`src/rtl/div_sequencer.sv`:
```
// div_sequencer: multi-cycle restoring divider for DIV/DIVU/REM/REMU with pipeline stall.
// Optional DIV_EARLY_OUT_EN: divide-by-zero and signed overflow skip straight to FINISH.
module div_sequencer (
  input  logic        clk,
  input  logic        rst,
  input  logic        start,
  input  logic [2:0]  funct3,
  input  logic [31:0] a,
  input  logic [31:0] b,
  input  logic [4:0]  rd_in,
  output logic        stall,
  output logic        busy,
  output logic        done,
  output logic [31:0] result,
  output logic [4:0]  rd_out,
  output logic        regwrite
);
  typedef enum logic [1:0] {IDLE, RUN, FINISH} state_t;
  state_t state;
  logic [4:0] count, rd_l;
  logic [1:0] f3;
  logic [31:0] a_l, b_l, q, r, d, q_n, r_n;
  logic [32:0] diff;
  logic accept;
  function automatic logic [31:0] fixup(input logic [1:0] op, input logic [31:0] x, y, qt, rm);
    logic sgn, dz, ovf;
    logic [31:0] qs, rs;
    sgn = !op[0];
    dz = y == 32'd0;
    ovf = sgn && x == 32'h8000_0000 && y == 32'hffff_ffff;
    qs = sgn && (x[31] ^ y[31]) ? -qt : qt;
    rs = sgn && x[31] ? -rm : rm;
    return dz ? (op[1] ? x : 32'hffff_ffff) : ovf ? (op[1] ? 32'd0 : 32'h8000_0000) : op[1] ? rs : qs;
  endfunction
  assign accept = state == IDLE && start && funct3[2];
  assign diff = {r, q[31]} - {1'b0, d};
  assign q_n = {q[30:0], !diff[32]};
  assign r_n = diff[32] ? {r[30:0], q[31]} : diff[31:0];
  assign stall = accept || state == RUN;
  assign busy = state != IDLE;
  assign regwrite = done && rd_out != 5'd0;
`ifdef DIV_EARLY_OUT_EN
  logic special;
  assign special = b == 32'd0 || (!funct3[0] && a == 32'h8000_0000 && b == 32'hffff_ffff);
`endif
  always_ff @(posedge clk) begin
    if (rst) begin
      state <= IDLE;
      count <= 5'd0;
      done <= 1'b0;
      result <= 32'd0;
      rd_out <= 5'd0;
    end else begin
      done <= 1'b0;
      case (state)
        IDLE: if (accept) begin
          f3 <= funct3[1:0];
          a_l <= a;
          b_l <= b;
          rd_l <= rd_in;
          count <= 5'd0;
          q <= !funct3[0] && a[31] ? -a : a;
          d <= !funct3[0] && b[31] ? -b : b;
          r <= 32'd0;
`ifdef DIV_EARLY_OUT_EN
          if (special) begin
            state <= FINISH;
            done <= 1'b1;
            result <= fixup(funct3[1:0], a, b, 32'd0, 32'd0);
            rd_out <= rd_in;
          end else
            state <= RUN;
`else
          state <= RUN;
`endif
        end
        RUN: begin
          q <= q_n;
          r <= r_n;
          count <= count + 5'd1;
          if (count == 5'd31) begin
            state <= FINISH;
            done <= 1'b1;
            result <= fixup(f3, a_l, b_l, q_n, r_n);
            rd_out <= rd_l;
          end
        end
        default: state <= IDLE;
      endcase
    end
  end
endmodule

```
`config.mk`:
```
export PLATFORM = sky130hd
export DESIGN_NAME = div_sequencer
export DESIGN_NICKNAME = d
export VERILOG_FILES = /design/src/rtl/div_sequencer.sv
export SDC_FILE = /design/constraint.sdc
export NUM_CORES = 1
export LEC_CHECK = 0
export BUFFER_PORTS_ARGS = -buffer_cell sky130_fd_sc_hd__buf_4
export CAP_MARGIN = 20
export CORE_MARGIN = 4
export CORE_UTILIZATION = 55
export CTS_CLUSTER_DIAMETER = 50
export DETAILED_ROUTE_END_ITERATION = 6
export GPL_ROUTABILITY_DRIVEN = 1
export HOLD_SLACK_MARGIN = 0.05
export PLACE_DENSITY = 0.75
export SYNTH_ARGS = -nofsm -noshare
export SYNTH_HDL_FRONTEND = slang
export SYNTH_SLANG_ARGS = --single-unit
```
`constraint.sdc`:
```
create_clock -name clk -period 19.4 [get_ports clk]
set_input_delay 3.88 -clock clk [delete_from_list [all_inputs] [get_ports clk]]
set_output_delay 3.88 -clock clk [all_outputs]
set_load 0.1 [all_outputs]
```
Word level (Yosys, flattened, before mapping)
Cells that the tools add are included.

Bits in registers: 212. Bits of input ports: 75. Output and inout bits: 41. Logic and storage cells: 71.

Add/sub/neg operators: 6. Equality and inequality tests: 6. Muxes and demuxes: 20. Bitwise operators: 3. Reductions and logical operators: 24.

Operator list (number): 32-bit two-way mux (12); 32-bit negator (4); 32-bit one-hot mux with 2 select lines (2); 32-bit == test, second input constant (2); 33-bit by 32-bit subtractor with 33-bit output (1); 32-bit logical NOT (1); 5-bit one-hot mux with 2 select lines (1); 1-bit logical AND (9); 2-bit AND reduction (3); 3-bit AND reduction (2); 5-bit by 1-bit adder with 5-bit output, second input constant (1); 5-bit == test, second input constant (1); 5-bit two-way mux (1); 5-bit nonzero test (1); 2-bit two-way mux (2); 2-bit one-hot mux with 2 select lines (1); 2-bit nonzero test (2); 1-bit logical NOT (3); 2-bit by 1-bit == test with 1-bit output, second input constant (1); 2-bit logical NOT (1); 2-bit by 1-bit != test with 1-bit output, second input constant (1); 2-bit != test, second input constant (1); 1-bit inverter (2); 2-bit OR reduction (1); 3 further kinds (3).

Depth between registers and ports, before layout
Depth in word-level cells: 7. Gate-level depth with buffers: 24. Gate-level depth less buffers: 22.

Worst setup path after synthesis
Ideal clock, no wire load.

Kind: input to register. From: input rst. To: register a_l[0] (enable). Library setup time: 813 ps. Arrival: 13739 ps. Data required time: 18587 ps. Setup slack: 4848 ps. Stages: 2. Buffers on the path: 1. Path through: clkbuf_1 -> nor4_1.

Longest elaborated chain between the ends: 2.

Ends and longest elaborated chain: start: declaration (line 5) `input logic rst,`; 1-bit inverter (no line); 3-bit AND reduction (no line); end signal: assignment (line 58) `a_l <= a;`; end: declaration (line 22) `logic [31:0] a_l, b_l, q, r, d, q_n, r_n;`.

No other way between the ends. A chain may end at the register's enable or synchronous reset.

Worst setup path in the final report
From: input funct3[2]. To: output stall.

Longest elaborated chain between the ends: 2.

Ends and longest elaborated chain: start: declaration (line 7) `input logic [2:0] funct3,`; 1-bit logical AND (line 35) `assign accept = state == IDLE && start && funct3[2];`; 1-bit logical OR (line 39) `assign stall = accept || state == RUN;`; end: declaration (line 11) `output logic stall,`.

No other way between the ends.

==> impl_results.md <==
- Dominant register cell in the synthesized netlist: sky130_fd_sc_hd__edfxtp_1
- Die height: approximately 170 um
- Wire length reported by the detailed router: just over 40000 um
- Die boundary width: 165 um
- Final Setup Violations: 0
- All-Layer GR Usage: just under 30%
- Number of primary I/O pins: 116
- TritonCTS clock tree: built
- Maximum clock frequency: about 120 MHz
- Number of max-slew violations in the final report: 0
- Drt initial violations: roughly 1600
- DR WL/cell: ~21 um
- Run status: finished, violations left
- Number of buffers inserted for hold repair after clock tree synthesis: 0
- Mapped cell area: around 14000 um2
- Antenna violations before repair: 0
- Relative contribution of combinational cells to total power: between 15 and 20%
- Synthesized netlist net count: 1596
- MaxCap Viol Count: 0
- Met3 Routed Length: a little under 4000 um
- Met2 Wirelength: 18300 um
- Number of global-route vias before repair: ~11000
- Placement row count: between 50 and 60
- Final number of hold-violating endpoints: 0
- Utilization of the core after routing: between 60% and 70%
- Transition time of the tightest slew-check pin: 1.10 ns
- Largest fanout of any net on the critical path: 4
- Setup skew after layout: between 0.015 and 0.02 ns
- Max rail drop VDD: slightly below 0.07 mV
- Relative slew slack: about a quarter
- Combinational family with the most area after synthesis: compound AO/OA/AOI/OAI gates
- HPWL Detailed: between 30000 and 40000 um
- Clock power share: between 40 and 50%
- Yosys warns: 0
- Detailed-router iteration count before antenna repair: 7
- Final weighted congestion of routability-driven global placement: between 0.9 and 1
- Endpoint of the most critical register-to-register path: result[26]
- Cell at the root of the clock tree: sky130_fd_sc_hd__clkbuf_16
- CP arrival: between 4 and 5 ns
- Number of resized instances in the post-cts repair step: 0
- Die area: 27300 um2
- Number of synthesized flops with an enable pin: around 170
- Xor-xnor portion of the synthesized cell area: roughly 8.2%
- Largest net degree at the start of global routing: 75
- Clock period minus worst slack: 8.64 ns
- Leak pwr: between 5 and 6 nW
- Total non-filler cell area in the finished layout: between 15000 and 20000 um2
- Port Buffer Count: 115
- Sequential fraction of the synthesis area: a little over two fifths
- Nature of the critical path startpoint: input port
- Share of cell area taken by muxes after synthesis: under 10%
- R2R Setup Slk: around 13 ns
- Top sig layer: met4
- Failing checks: DRC
- DRT antenna net count: 0
- Setup CP Type: input port to output port
- Number of nets at the end of the flow: roughly 1700
- Number of vias in the routed layout: about 12000
- Routed via count divided by cell count: ~6.3
- Register-to-Register Path Depth: 18
- Area of the core region: 24300 um2
- Number of buffers created by CTS: 28
- Compound-cell area share of the yosys netlist: 20.0%
- Number of register bits inferred by synthesis: 211
- R2R Path Start: b_l[0]
- Synthesized instance count: 1482
- Internal power component: roughly 0.9 mW
- Unrepaired setup endpoints after global routing: false
- Area of placed instances: between 10000 and 15000 um2
- Areal power density over the cells: just under 80 nW/um2
- Dominant cell type by area after synthesis: sky130_fd_sc_hd__edfxtp_1
- Proportion of layout cells with a drive suffix above 1: a little over an eighth
- Fraction of post-synthesis cell area in the top cell type by area: 36.6%
- Switch share: ~28%
- H-tree depth reported by CTS: 1
- Worst setup EP type: output port
- Worst slack, placed: 10.77 ns
- Slowest cell on crit path: sky130_fd_sc_hd__or2_2
- Critical path cell sequence: buf_4, a21oi_1, or2_2, inv_1, buf_4
- Critical path destination: stall
- Wire length of the first global-routing pass: roughly 62000 um
- Synth top area cells: sky130_fd_sc_hd__edfxtp_1 (37%), sky130_fd_sc_hd__dfxtp_1 (6.6%), sky130_fd_sc_hd__xnor2_1 (4.6%)
- Maximum buffer depth of the clock tree: 3
- Hold Crit Class: flop to flop
- Top cell by count, worst path: sky130_fd_sc_hd__buf_4
- Number of post-CTS setup repair buffers: 0
- Sum of negative setup slack: 0 ns
- Inserted Diodes: 0
- Layout-stage area growth over the synthesis result: 15.1%
- Drt drc: 2
- Proportion of register bits with asynchronous set or reset after synthesis: 0%
- Clock latency reported for the late side of the worst-skew pair: 0.55 ns
- Synthesized-area fraction occupied by and/or/nand/nor cells: a little under a fifth
- Required time of the critical path: 15.52 ns
- Num Clock Sinks: around 210
- M1 WL: 16900 um
- Switching component of the power: around 0.35 mW
- Synth cell types: ~90
- Portion of the clock cycle consumed by the worst path in the final layout: 44.5%
- Final worst slack: 10.76 ns
- Effective utilization at floorplan: a little under three fifths
- Adder-cell share of the synthesized area: under 10%
- Critical Path Source: funct3[2]
- Hold slack: 0.456 ns
- Avg Synthesized Cell Area: slightly above 9 um2
- Slowest cell delay on critical path: roughly 0.33 ns
- Gr ovfl total: 0
- Sequential power share: 42.2%
- CTS clock-pin slew for the worst setup and hold paths: about 0.060 ns
==> through the flow <==
stage | cells | power (mW)
final | 1915 | 1.24
after CTS | 1914 | 1.24
after floorplan | 1482 | 0.666
after global routing | 1915 | 1.28
after detailed placement | 1862 | 0.730
after global placement | 1861 | 0.725
==> per-layer routing <==
metal  global-route usage (%)  vias up
met5                        0        -
met4                     9.22        0
met3                     4.10       91
met2                     45.3      607
met1                     41.8     5701
li1                         -     5694
==> kinds of logic after synthesis <==
| family | count (synthesis) |
|---|---|
| simple gates | 522 |
| compound gates | 418 |
| xor+xnor | 127 |
| buf+inv | 132 |
| flops | 211 |
| mux | 33 |
| fa+ha+maj | 39 |
==> final cells by class <==
type / instances / area (um2)
Multi-Input combinational cell: 1139 / 7240
Inverter: 60 / 225
Clock inverter: 19 / 190
Timing Repair Buffer: 129 / 968
Fill cell: 2013 / 8660
Sequential cell: 211 / 5890
Clock buffer: 33 / 741
Tap cell: 324 / 405
==> power groups by stage <==
stage               Combinational (mW)  Clock [mW]  Sequential, mW
floorplan                        0.137           0           0.529
global placement                 0.193           0           0.532
detailed placement               0.197           0           0.532
CTS                              0.198       0.516           0.523
global route                     0.220       0.538           0.525
finish                           0.202       0.514           0.524
==> worst min-delay path by stage <==
stage | startpoint | slack (ns) | to | cells past startpoint
after floorplan | count[3] | 0.43 | count[3] | 1
after global placement | result[1] | 0.44 | result[1] | 2
after global routing | result[1] | 0.48 | result[1] | 2
after detailed placement | count[3] | 0.45 | count[3] | 1
final | result[1] | 0.46 | result[1] | 2
after CTS | result[1] | 0.46 | result[1] | 2
==> sequential cells by signal, summed over array words and instances, names as in the netlist, 31 cells and up <==
signal and cells:
a_l 32, result 32, d 31, b_l 32, r 32, q 32
==> synth_stat cells (30+ instances only) <==
| library cell | n |
|---|---|
| sky130_fd_sc_hd__clkbuf_1 | 54 |
| sky130_fd_sc_hd__nor3_1 | 46 |
| sky130_fd_sc_hd__nor2_1 | 147 |
| sky130_fd_sc_hd__edfxtp_1 | 166 |
| sky130_fd_sc_hd__ha_1 | 38 |
| sky130_fd_sc_hd__a21oi_1 | 117 |
| sky130_fd_sc_hd__nand2_1 | 146 |
| sky130_fd_sc_hd__dfxtp_1 | 45 |
| sky130_fd_sc_hd__nor4_1 | 30 |
| sky130_fd_sc_hd__xor2_1 | 55 |
| sky130_fd_sc_hd__xnor2_1 | 72 |
| sky130_fd_sc_hd__inv_1 | 59 |
| sky130_fd_sc_hd__o21ai_0 | 105 |
==> critical path: cells and delay by family <==
kind	cells	cell delay (ns)
buffers and inverters	3	0.47
AOI/OAI and AO/OA	1	0.07
and+or+nand+nor	1	0.33
==> cell usage in the layout (no fill, tap or decap), drive strengths merged, types with 22 or more instances in the layout <==
| cell | instances |
|---|---|
| edfxtp | 166 |
| nor2 | 147 |
| nand2 | 146 |
| buf | 129 |
| a21oi | 119 |
| o21ai | 116 |
| xnor2 | 72 |
| inv | 66 |
| xor2 | 55 |
| nor3 | 48 |
| dfxtp | 45 |
| ha | 38 |
| clkbuf | 33 |
| nor4 | 31 |
| mux2i | 28 |
| o31ai | 28 |
| nand4 | 22 |
Power figures use the tool's default switching activity.
